## config.mk

```make
export PLATFORM = sky130hd
export DESIGN_NAME = descriptor_serializer_flat
export DESIGN_NICKNAME = d
export VERILOG_FILES = /design/src/rtl/descriptor_serializer_pkg.sv /design/src/rtl/descriptor_serializer_if.sv /design/src/rtl/descriptor_serializer_desc_fifo.sv /design/src/rtl/descriptor_serializer.sv /design/src/flat_wrapper.sv
export SDC_FILE = /design/constraint.sdc
export NUM_CORES = 1
export LEC_CHECK = 0
export CORE_MARGIN = 1.5
export CORE_UTILIZATION = 59
export CTS_CLUSTER_DIAMETER = 40
export DETAILED_ROUTE_END_ITERATION = 16
export GPL_TIMING_DRIVEN = 0
export PLACE_DENSITY = 0.78
export SLEW_MARGIN = 10
export SYNTH_ARGS = -nofsm -noshare
export SYNTH_HDL_FRONTEND = slang
export SYNTH_SLANG_ARGS = --single-unit
export TNS_END_PERCENT = 50
```

## constraint.sdc

```tcl
create_clock -name clk -period 10.26 [get_ports clk]
set_clock_uncertainty 0.15 [all_clocks]
set_input_delay 2.052 -clock clk [delete_from_list [all_inputs] [get_ports clk]]
set_output_delay 2.052 -clock clk [all_outputs]
set_load 0.05 [all_outputs]
```

## src/rtl/descriptor_serializer_pkg.sv

```systemverilog
// Shared constants, FSM encoding and entry layout for the descriptor serializer.
// Header word layout: zero flag in the top bit, sequence index in the low bits.
package descriptor_serializer_pkg;

   localparam int WORD_W     = 32;
   localparam int BEATS      = 8;
   localparam int DESC_W     = WORD_W * BEATS;
   localparam int IDX_W      = 16;
   localparam int FIFO_DEPTH = 4;
   localparam int BEAT_W     = $clog2(BEATS);
   localparam int ZERO_BIT   = WORD_W - 1;
   localparam int IDX_LSB    = 0;
   localparam int ENTRY_W    = DESC_W + IDX_W + 1;

   localparam logic [1:0] S_IDLE = 2'd0;
   localparam logic [1:0] S_HDR  = 2'd1;
   localparam logic [1:0] S_PAY  = 2'd2;

   typedef struct packed {
      logic              zero;
      logic [IDX_W-1:0]  idx;
      logic [DESC_W-1:0] desc;
   } entry_t;

   function automatic logic [WORD_W-1:0] hdr_word(entry_t e);
      logic [WORD_W-1:0] w;
      w = '0;
      w[ZERO_BIT] = e.zero;
      w[IDX_LSB +: IDX_W] = e.idx;
      return w;
   endfunction

   function automatic logic [WORD_W-1:0] pay_word(logic [DESC_W-1:0] d, logic [BEAT_W-1:0] b);
      return d[int'(b)*WORD_W +: WORD_W];
   endfunction

endpackage

```

## src/rtl/descriptor_serializer_if.sv

```systemverilog
// Output word stream of the descriptor serializer.
// A word transfers on a rising edge where m_valid and m_ready are both 1; once m_valid
// is raised, m_data/m_last hold and m_valid stays high until that transfer happens.
interface descriptor_serializer_if;
   import descriptor_serializer_pkg::*;

   logic [WORD_W-1:0] m_data;
   logic              m_valid;
   logic              m_ready;
   logic              m_last;

   modport master (output m_data, output m_valid, output m_last, input m_ready);
   modport slave  (input m_data, input m_valid, input m_last, output m_ready);
endinterface

```

## src/rtl/descriptor_serializer_desc_fifo.sv

```systemverilog
// Synchronous FIFO holding tagged descriptors; exposes the head and the entry behind it
// so the serializer can load the following header in the same cycle it pops.
module desc_fifo #(
   parameter int WIDTH = 8,
   parameter int DEPTH = 4,
   localparam int PTR_W = $clog2(DEPTH),
   localparam int CNT_W = PTR_W + 1
) (
   input  logic             clk,
   input  logic             rst,
   input  logic             push,
   input  logic             pop,
   input  logic [WIDTH-1:0] din,
   output logic [WIDTH-1:0] head,
   output logic [WIDTH-1:0] next,
   output logic             full,
   output logic             empty,
   output logic [CNT_W-1:0] count
);

   logic [WIDTH-1:0] mem [DEPTH];
   logic [PTR_W-1:0] rd_ptr;
   logic [PTR_W-1:0] rd_nxt;
   logic [PTR_W-1:0] wr_ptr;
   logic             do_push;
   logic             do_pop;

   // A pop frees a slot, so a push while full is legal when it coincides with a pop.
   assign do_pop  = pop && !empty;
   assign do_push = push && (!full || do_pop);
   assign rd_nxt  = rd_ptr + 1'b1;

   always_ff @(posedge clk or negedge rst) begin
      if (!rst) begin
         rd_ptr <= '0;
         wr_ptr <= '0;
         count  <= '0;
      end else begin
         if (do_push) wr_ptr <= wr_ptr + 1'b1;
         if (do_pop)  rd_ptr <= rd_ptr + 1'b1;
         case ({do_push, do_pop})
            2'b10:   count <= count + 1'b1;
            2'b01:   count <= count - 1'b1;
            default: count <= count;
         endcase
      end
   end

   always_ff @(posedge clk) begin
      if (do_push) mem[wr_ptr] <= din;
   end

   assign head  = mem[rd_ptr];
   assign next  = mem[rd_nxt];
   assign full  = (count == CNT_W'(DEPTH));
   assign empty = (count == '0);

endmodule

```

## src/rtl/descriptor_serializer.sv

```systemverilog
// Buffers 256-bit descriptors, tags them with a sequence index and streams each one
// as a header word plus BEATS payload words; lost descriptors are counted.
module descriptor_serializer
   import descriptor_serializer_pkg::*;
#(
   parameter int DEPTH = FIFO_DEPTH
) (
   input  logic                     clk,
   input  logic                     rst,
   input  logic                     ena,
   input  logic [DESC_W-1:0]        desc_in,
   input  logic                     desc_valid,
   descriptor_serializer_if.master  m,
   output logic                     fifo_full,
   output logic                     overflow,
   output logic [IDX_W-1:0]         drop_count,
   output logic [1:0]               fsm_state
);

   localparam int CNT_W = $clog2(DEPTH) + 1;

   logic [1:0]        state;
   logic [BEAT_W-1:0] beat;
   logic [BEAT_W-1:0] beat_nxt;
   logic [IDX_W-1:0]  seq_idx;
   logic [CNT_W-1:0]  count;
   logic              full;
   logic              empty;
   logic              push_req;
   logic              push;
   logic              final_hs;
   entry_t            push_entry;
   entry_t            head;
   entry_t            next_fifo;
   entry_t            next_entry;

   assign push_req   = ena & desc_valid;
   assign final_hs   = (state == S_PAY) && (beat == BEAT_W'(BEATS - 1)) && m.m_ready;
   assign push       = push_req && (!full || final_hs);
   assign push_entry = '{zero: (desc_in == '0), idx: seq_idx, desc: desc_in};
   assign beat_nxt   = beat + 1'b1;
   // Entry that becomes head after the pop: already queued, or arriving this very cycle.
   assign next_entry = (count > CNT_W'(1)) ? next_fifo : push_entry;
   assign fifo_full  = full;
   assign fsm_state  = state;

   desc_fifo #(
      .WIDTH (ENTRY_W),
      .DEPTH (DEPTH)
   ) u_fifo (
      .clk   (clk),
      .rst   (rst),
      .push  (push),
      .pop   (final_hs),
      .din   (push_entry),
      .head  (head),
      .next  (next_fifo),
      .full  (full),
      .empty (empty),
      .count (count)
   );

   // Dropped descriptors still consume an index so the gap is visible downstream.
   always_ff @(posedge clk or negedge rst) begin
      if (!rst) begin
         seq_idx    <= '0;
         overflow   <= 1'b0;
         drop_count <= '0;
      end else begin
         if (push_req) seq_idx <= seq_idx + 1'b1;
         if (push_req && !push) begin
            overflow <= 1'b1;
            if (drop_count != '1) drop_count <= drop_count + 1'b1;
         end
      end
   end

   always_ff @(posedge clk or negedge rst) begin
      if (!rst) begin
         state     <= S_IDLE;
         beat      <= '0;
         m.m_valid <= 1'b0;
         m.m_data  <= '0;
         m.m_last  <= 1'b0;
      end else begin
         case (state)
            S_IDLE: begin
               if (!empty) begin
                  state     <= S_HDR;
                  m.m_valid <= 1'b1;
                  m.m_data  <= hdr_word(head);
                  m.m_last  <= 1'b0;
               end
            end
            S_HDR: begin
               if (m.m_ready) begin
                  state    <= S_PAY;
                  beat     <= '0;
                  m.m_data <= pay_word(head.desc, '0);
                  m.m_last <= (BEATS == 1);
               end
            end
            S_PAY: begin
               if (m.m_ready) begin
                  if (beat != BEAT_W'(BEATS - 1)) begin
                     beat     <= beat_nxt;
                     m.m_data <= pay_word(head.desc, beat_nxt);
                     m.m_last <= (beat_nxt == BEAT_W'(BEATS - 1));
                  end else if ((count > CNT_W'(1)) || push) begin
                     state    <= S_HDR;
                     m.m_data <= hdr_word(next_entry);
                     m.m_last <= 1'b0;
                  end else begin
                     state     <= S_IDLE;
                     m.m_valid <= 1'b0;
                     m.m_data  <= '0;
                     m.m_last  <= 1'b0;
                  end
               end
            end
            default: begin
               state     <= S_IDLE;
               m.m_valid <= 1'b0;
               m.m_data  <= '0;
               m.m_last  <= 1'b0;
            end
         endcase
      end
   end

endmodule

```

## src/flat_wrapper.sv

```systemverilog
// flat-port wrapper written by rule: the top's interface ports become plain ports
module descriptor_serializer_flat import descriptor_serializer_pkg::*;
#(
   parameter int DEPTH = FIFO_DEPTH
)
  (clk, rst, ena, desc_in, desc_valid, fifo_full, overflow, drop_count, fsm_state, m_m_data, m_m_valid, m_m_last, m_m_ready);
  descriptor_serializer_if m_i ();
  input  logic clk;
  input  logic rst;
  input  logic ena;
  input  logic [DESC_W-1:0] desc_in;
  input  logic desc_valid;
  output logic fifo_full;
  output logic overflow;
  output logic [IDX_W-1:0] drop_count;
  output logic [1:0] fsm_state;
  output wire logic [$bits(m_i.m_data)-1:0] m_m_data;
  output wire logic [$bits(m_i.m_valid)-1:0] m_m_valid;
  output wire logic [$bits(m_i.m_last)-1:0] m_m_last;
  input wire logic [$bits(m_i.m_ready)-1:0] m_m_ready;
  assign m_m_data = m_i.m_data;
  assign m_m_valid = m_i.m_valid;
  assign m_m_last = m_i.m_last;
  assign m_i.m_ready = m_m_ready;
  descriptor_serializer #(.DEPTH(DEPTH)) u_core (.clk(clk), .rst(rst), .ena(ena), .desc_in(desc_in), .desc_valid(desc_valid), .m(m_i), .fifo_full(fifo_full), .overflow(overflow), .drop_count(drop_count), .fsm_state(fsm_state));
endmodule
```

Yosys cells after proc, flatten, opt, wreduce, memory -nomap -nowiden:

Memory sizes are Yosys's and may differ from the RTL's.
Cells that the tools add are included.

* register bits after elaboration: 79
* RAM bits: 1092
* input bits: 261
* output and inout port bits: 54
* word-level logic and storage cells: 90
* memories kept: 1

* $add $sub $neg: 7
* order comparisons: 1
* eq/ne operators: 15
* shifts and indexed selects: 1
* multiplexer cells: 30
* bitwise logic cells: 2
* reduce and logical (&&, ||, !) cells: 22

Memories
* u_core.u_fifo.mem: words 4, bits a word 273, read ports 2, clocked after memory_dff 0, wr ports 1, line descriptor_serializer_desc_fifo.sv:21 `logic [WIDTH-1:0] mem [DEPTH];`

Operators by type and width (count)
* 2-to-1 mux 273 bit: 1
* zero test 256 bit: 1
* variable part select 256 x 9 -> 32 bit: 1
* 2-to-1 mux 32 bit: 5
* case mux 32 bit (3 select lines): 1
* adder 16 x 1 -> 16 bit (second input constant): 2
* inequality test 16 bit (second input constant): 1
* inequality test 2 bit (second input constant): 6
* case mux 3 bit (2 select lines): 2
* 2-to-1 mux 1 bit: 11
* == test 3 bit (second input constant): 3
* 2-to-1 mux 3 bit: 3
* 2-to-1 mux 2 bit: 4
* AND reduction 4 bit: 2
* adder 3 x 1 -> 3 bit (second input constant): 2
* logical AND 1 bit: 6
* case mux 1 bit (3 select lines): 2
* case mux 2 bit (3 select lines): 1
* AND reduction 5 bit: 1
* adder 2 x 1 -> 2 bit (second input constant): 2
* == test 2 x 1 -> 1 bit (second input constant): 2
* == test 2 bit (second input constant): 2
* nonzero test 2 bit: 2
* > comparator 3 x 1 -> 1 bit (second input constant): 1
* other kinds (10): 14

Depth between registers and ports, before layout:

* word-level depth: 10
* mapped depth: 13
* depth with buffers taken out: 9

Hierarchy:

From an unflattened synthesis, not the netlist that was laid out.

* cells, all modules: 2379
* area total of the unflattened synthesis: 52551.7 um^2

Modules (own cells, without submodules)
* desc_fifo: times used 1, cells each 1814, area an instance 46379.5 um^2, seq. area each 32966.6 um^2
* descriptor_serializer: times used 1, cells each 565, area an instance 6172.2 um^2, seq. area each 1801.7 um^2

Least setup slack after synthesis:

Ideal clock, no wire load.

* kind: input-to-reg
* start: in m_m_ready
* end: mem u_core.u_fifo.mem[0][0] (netlist bit), enable pin
* setup time: 0.669 ns
* arrival time: 9.163 ns
* required time: 9.441 ns
* slack: 0.278 ns
* stages: 5
* path buffers: 2
* path through: clkbuf_1 -> nand4b_1 -> a21oi_1 -> clkbuf_1 -> and2_1

* cells in the longest elaborated chain, start to end: 6
* elaborated cells between the ends (all ways): 8
* classes of those cells: mux: 2; reduce/logical: 6

Ends and longest elaborated chain
* from (decl): line flat_wrapper.sv:20 `input wire logic [$bits(m_i.m_ready)-1:0] m_m_ready;`
* logical AND 1 bit *: line descriptor_serializer.sv:38 `assign final_hs = (state == S_PAY) && (beat == BEAT_W'(BEATS - 1)) && m.m_ready;`
* logical OR 1 bit / logical AND 1 bit (equally long branches): line descriptor_serializer.sv:39, descriptor_serializer_desc_fifo.sv:29
* logical AND 1 bit / logical OR 1 bit (equally long branches): line descriptor_serializer.sv:39, descriptor_serializer_desc_fifo.sv:30
* logical AND 1 bit *: line descriptor_serializer_desc_fifo.sv:30 `assign do_push = push && (!full || do_pop);`
* 2-to-1 mux 1 bit *: line descriptor_serializer_desc_fifo.sv:50 `if (do_push) mem[wr_ptr] <= din;`
* 2-to-1 mux 1 bit (not written as such) *: line descriptor_serializer_desc_fifo.sv:50
* to (decl): line descriptor_serializer_desc_fifo.sv:21

Mark *: on every way between the ends. The rest lies on a longest branch, timed or not.

Final worst setup path:

* start: reg u_core.beat[0]
* end: reg u_core.m.m_data[2]

* cells in the longest elaborated chain, start to end: 10
* elaborated cells between the ends (all ways): 13
* classes of those cells: add/sub: 1; eq/ne: 2; shift: 1; mux: 4; reduce/logical: 5

Ends and longest elaborated chain
* from (decl): line descriptor_serializer.sv:23 `logic [BEAT_W-1:0] beat;`
* from (signal assigned): line descriptor_serializer.sv:106 `beat <= beat_nxt;`
* branches (longest 7 deep; another with adder 3 x 1 -> 3 bit)
* 2-to-1 mux 32 bit *: line descriptor_serializer.sv:105 `if (beat != BEAT_W'(BEATS - 1)) begin`
* 2-to-1 mux 32 bit *: line descriptor_serializer.sv:104 `if (m.m_ready) begin`
* case mux 32 bit (3 select lines) *: line descriptor_serializer.sv:86 `case (state)`
* to (signal assigned): line descriptor_serializer.sv:91 `m.m_data <= hdr_word(head);`
* to (signal assigned): line descriptor_serializer.sv:107 `m.m_data <= pay_word(head.desc, beat_nxt);`
* to (signal assigned): line descriptor_serializer.sv:111 `m.m_data <= hdr_word(next_entry);`
* to (decl): line descriptor_serializer_if.sv:12 `modport master (output m_data, output m_valid, output m_last, input m_ready);`

Mark *: on every way between the ends. The select of a mux whose other input is x is not followed.
A chain may end at the register's enable or synchronous reset.

==> qor.txt <==
Crit Path Max Fanout -> 10
Worst Path Required -> 10,710 ps
Total Power -> 14.9 mW
Initial DRC Count -> 3,837
Buffers on Ports -> 313
DRT antenna net count -> 0
Int Pwr -> 10.3 mW
P&R area growth vs syn -> 21.3%
die span in x -> 285 microns
status -> completed
WHS Endpoint -> u_core.overflow
top_reg_cell synth -> edfxtp_1
period utilization -> 0.526
vias -> 26,300
Final HPWL DP -> 86,900 microns
TritonRoute pass-1 iters -> 6
initial antenna violation count -> 22
worst reg2reg path endpoint -> u_core.m.m_data[2]
f_max -> 185 MHz
Layout Utilization -> 0.721
Register Area -> 34,800 sq um
routability cong. -> 0.891
vias in the first global route -> 26,700
Reg power frac -> 0.405
Final min period -> 5390 ps
largest net degree at the start of global routing -> 57
NumNets Final -> 2,992
height of the die -> 285 microns
met3 Use GR -> 0.0870
EDFF count, synth -> 1,092
Post-CTS Setup Bufs -> 0
drt total wl -> 130,000 microns
Leak Pwr -> 18.3 nW
Seq cells post-synth -> 1,171
Site Rows -> 103
Final Hold Viols -> 0
CTS resizes -> 0
crit-path cells -> buf_2, buf_2, inv_1, clkbuf_1, ha_1, buf_2, buf_2, clkbuf_1, clkbuf_1, mux2i_1, o22ai_1, o21ai_0, nand2_1
GR Overflow Total -> 0
Worst Hold Slack -> 347 ps
Setup CP Type -> register to register
pwr dens -> 262 nW/um^2
average size of a mapped cell -> 20.9 sq um
Arr. time, crit path -> 5840 ps
Sw Share -> 0.305
IO Count -> 315
Async S/R FF share, synth -> 0.0675
DR DRC count -> 0
reg-to-reg slack, setup -> 4870 ps
total track usage -> 0.325
Filler Cell Count -> 4,440
Core Region -> 78,700 sq um
Via-to-Cell Ratio -> 6.75
combinational power share -> 0.252
syn_nets -> 2,512
GRT Max-Usage Layer -> met2
WL per Instance -> 33.5 microns
Net Sw Power -> 4.54 mW
clock root buffer master -> clkbuf_16
Distinct cells, synth -> 50
RSZ-0062 raised after global routing -> false
Yosys warning total -> 0
Min-Delay Path Depth -> 1
# clock sinks -> 1,171
CP delay by family, top -> buffers and inverters
Synth Cell Area -> 46,800 sq um
Multi-input gate area -> 11,300 sq um
CP bufs+invs -> 8
Max-Cap Viols -> 0
DP Area -> 51,900 sq um
Num CTS Buffers -> 140
global-route wire length before repair -> 186,000 microns
slew margin rel. -> 0.102
die area -> 81,000 sq um
Synth Instances -> 2,237
CTS tree -> yes
sequential area share after synthesis -> 0.743
share of cells above drive strength 1 -> 0.229
Slowest-stage cell, CP -> clkbuf_1
Clock Latency Late Sink -> 740 ps
Setup crit start kind -> register
CP max stage delay -> 830 ps
peak supply drop -> 0.162 mV
Bufs on Longest Clock Path -> 3
hold buffer count at cts -> 0
clock power share -> 0.343
Finish-stage setup viols -> 0
Worst Tran Pin Value -> 1350 ps
worst reg2reg startpoint -> u_core.beat[0]
Clk pin slew, worst setup/hold paths -> 60 ps
H-tree depth -> 4
Pins Over Slew Limit -> 0
post-route cell area -> 56,800 sq um
GR Util met1 -> 0.438
met2 Usage GRT -> 0.509
initial core utilization -> 0.594
Hold Crit Start -> u_core.overflow
Crit path top cell by count -> buf_2
Hold Crit Class -> register to register
R2R depth -> 13
CP endpoint kind -> register
-- synth_stat cells (all sizes together), types with 28 or more instances --
| master | instances | share of area |
|---|---|---|
| a22oi | 30 | 0.0048 |
| buf | 81 | 0.011 |
| clkbuf | 37 | 0.0030 |
| dfrtp | 79 | 0.042 |
| edfxtp | 1092 | 0.70 |
| mux2 | 36 | 0.0087 |
| mux2i | 135 | 0.029 |
| mux4 | 291 | 0.14 |
| nand2 | 54 | 0.0043 |
| nand4 | 28 | 0.0037 |
| nor2 | 32 | 0.0026 |
| nor4 | 68 | 0.0091 |
| o22ai | 39 | 0.0052 |
-- stage by stage --
| stage | cells | TNS, ps | worst slack (ps) |
|---|---|---|---|
| 3_3_place_gp | 3600 | -5394420 | -5060 |
| 2_1_floorplan | 2237 | 0 | 278 |
| 3_5_place_dp | 3625 | 0 | 4540 |
| 6_report | 3893 | 0 | 4870 |
| 4_1_cts | 3883 | 0 | 5030 |
| 5_1_grt | 3889 | 0 | 4830 |
-- cell type report --
class,count,area share
Tap cell,1050,0.0231
Sequential cell,1171,0.613
Multi-Input combinational cell,937,0.200
Clock buffer,166,0.0649
Inverter,11,0.000727
Buffer,118,0.0116
Clock inverter,92,0.0203
Timing Repair Buffer,338,0.0666
Antenna cell,10,0.000441
-- worst max path at each step --
stage	startpoint	cells past startpoint	slack, ps	end
after global routing	u_core.beat[0]	13	4830	u_core.m.m_data[2]
after floorplan	m_m_ready	5	280	u_core.u_fifo.mem[0][0]
final	u_core.beat[0]	13	4870	u_core.m.m_data[2]
after CTS	u_core.beat[0]	13	5030	u_core.m.m_data[2]
after global placement	ena	5	-5060	u_core.u_fifo.mem[0][153]
after detailed placement	desc_in[171]	7	4540	u_core.m.m_data[31]
-- state kept, by name, indices dropped and copies added, names as in the netlist --
name and cells:
u_core.u_fifo.mem 1092, u_core.drop_count 16, u_core.seq_idx 16, u_core.u_fifo.wr_ptr 2, u_core.overflow 1, u_core.u_fifo.rd_ptr 2, u_core.fsm_state 2, u_core.m.m_valid 1
u_core.m.m_data 32, u_core.u_fifo.count 3, u_core.m.m_last 1, u_core.beat 3
-- placed cells by master (no fill, tap or decap), types with 32 or more instances in the layout --
| master | count |
|---|---|
| nand2_1 | 54 |
| mux4_2 | 287 |
| buf_2 | 39 |
| nor4_1 | 68 |
| dfrtp_1 | 79 |
| o22ai_1 | 39 |
| mux2_2 | 36 |
| clkdlybuf4s50_1 | 312 |
| clkbuf_1 | 57 |
| mux2i_1 | 135 |
| edfxtp_1 | 1092 |
| nor2_1 | 32 |
| clkbuf_16 | 143 |
-- cell families (layout without fill, tap and decap cells) --
group | Yosys count | after routing | share of synthesized area
AOI/OAI and AO/OA | 173 | 173 | 0.0244
adders and majority gates | 14 | 14 | 0.00374
muxes | 462 | 462 | 0.178
DFF | 1171 | 1171 | 0.743
xor gates and xnor gates | 37 | 37 | 0.00692
buffers and inverters | 129 | 725 | 0.0149
other | 0 | 10 | 0
and+or+nand+nor | 251 | 251 | 0.0292
-- power by group through the flow --
| stage | Clock [mW] | Combinational, mW | Sequential, mW |
|---|---|---|---|
| 2_1_floorplan | 0 | 2.01 | 6.37 |
| 3_3_place_gp | 0 | 3.51 | 6.32 |
| 3_5_place_dp | 0 | 3.65 | 6.10 |
| 4_1_cts | 5.12 | 3.70 | 6.01 |
| 5_1_grt | 5.32 | 3.89 | 6.05 |
| 6_report | 5.10 | 3.75 | 6.03 |
-- routing by layer --
metal  vias to the layer above  routed length (microns)
met5                         -                      149
met4                        22                     5320
met3                       296                    15400
met2                      1910                    62900
met1                     13600                    46700
li1                      10500                        -
No activity file was read; power rests on OpenSTA's default activity.
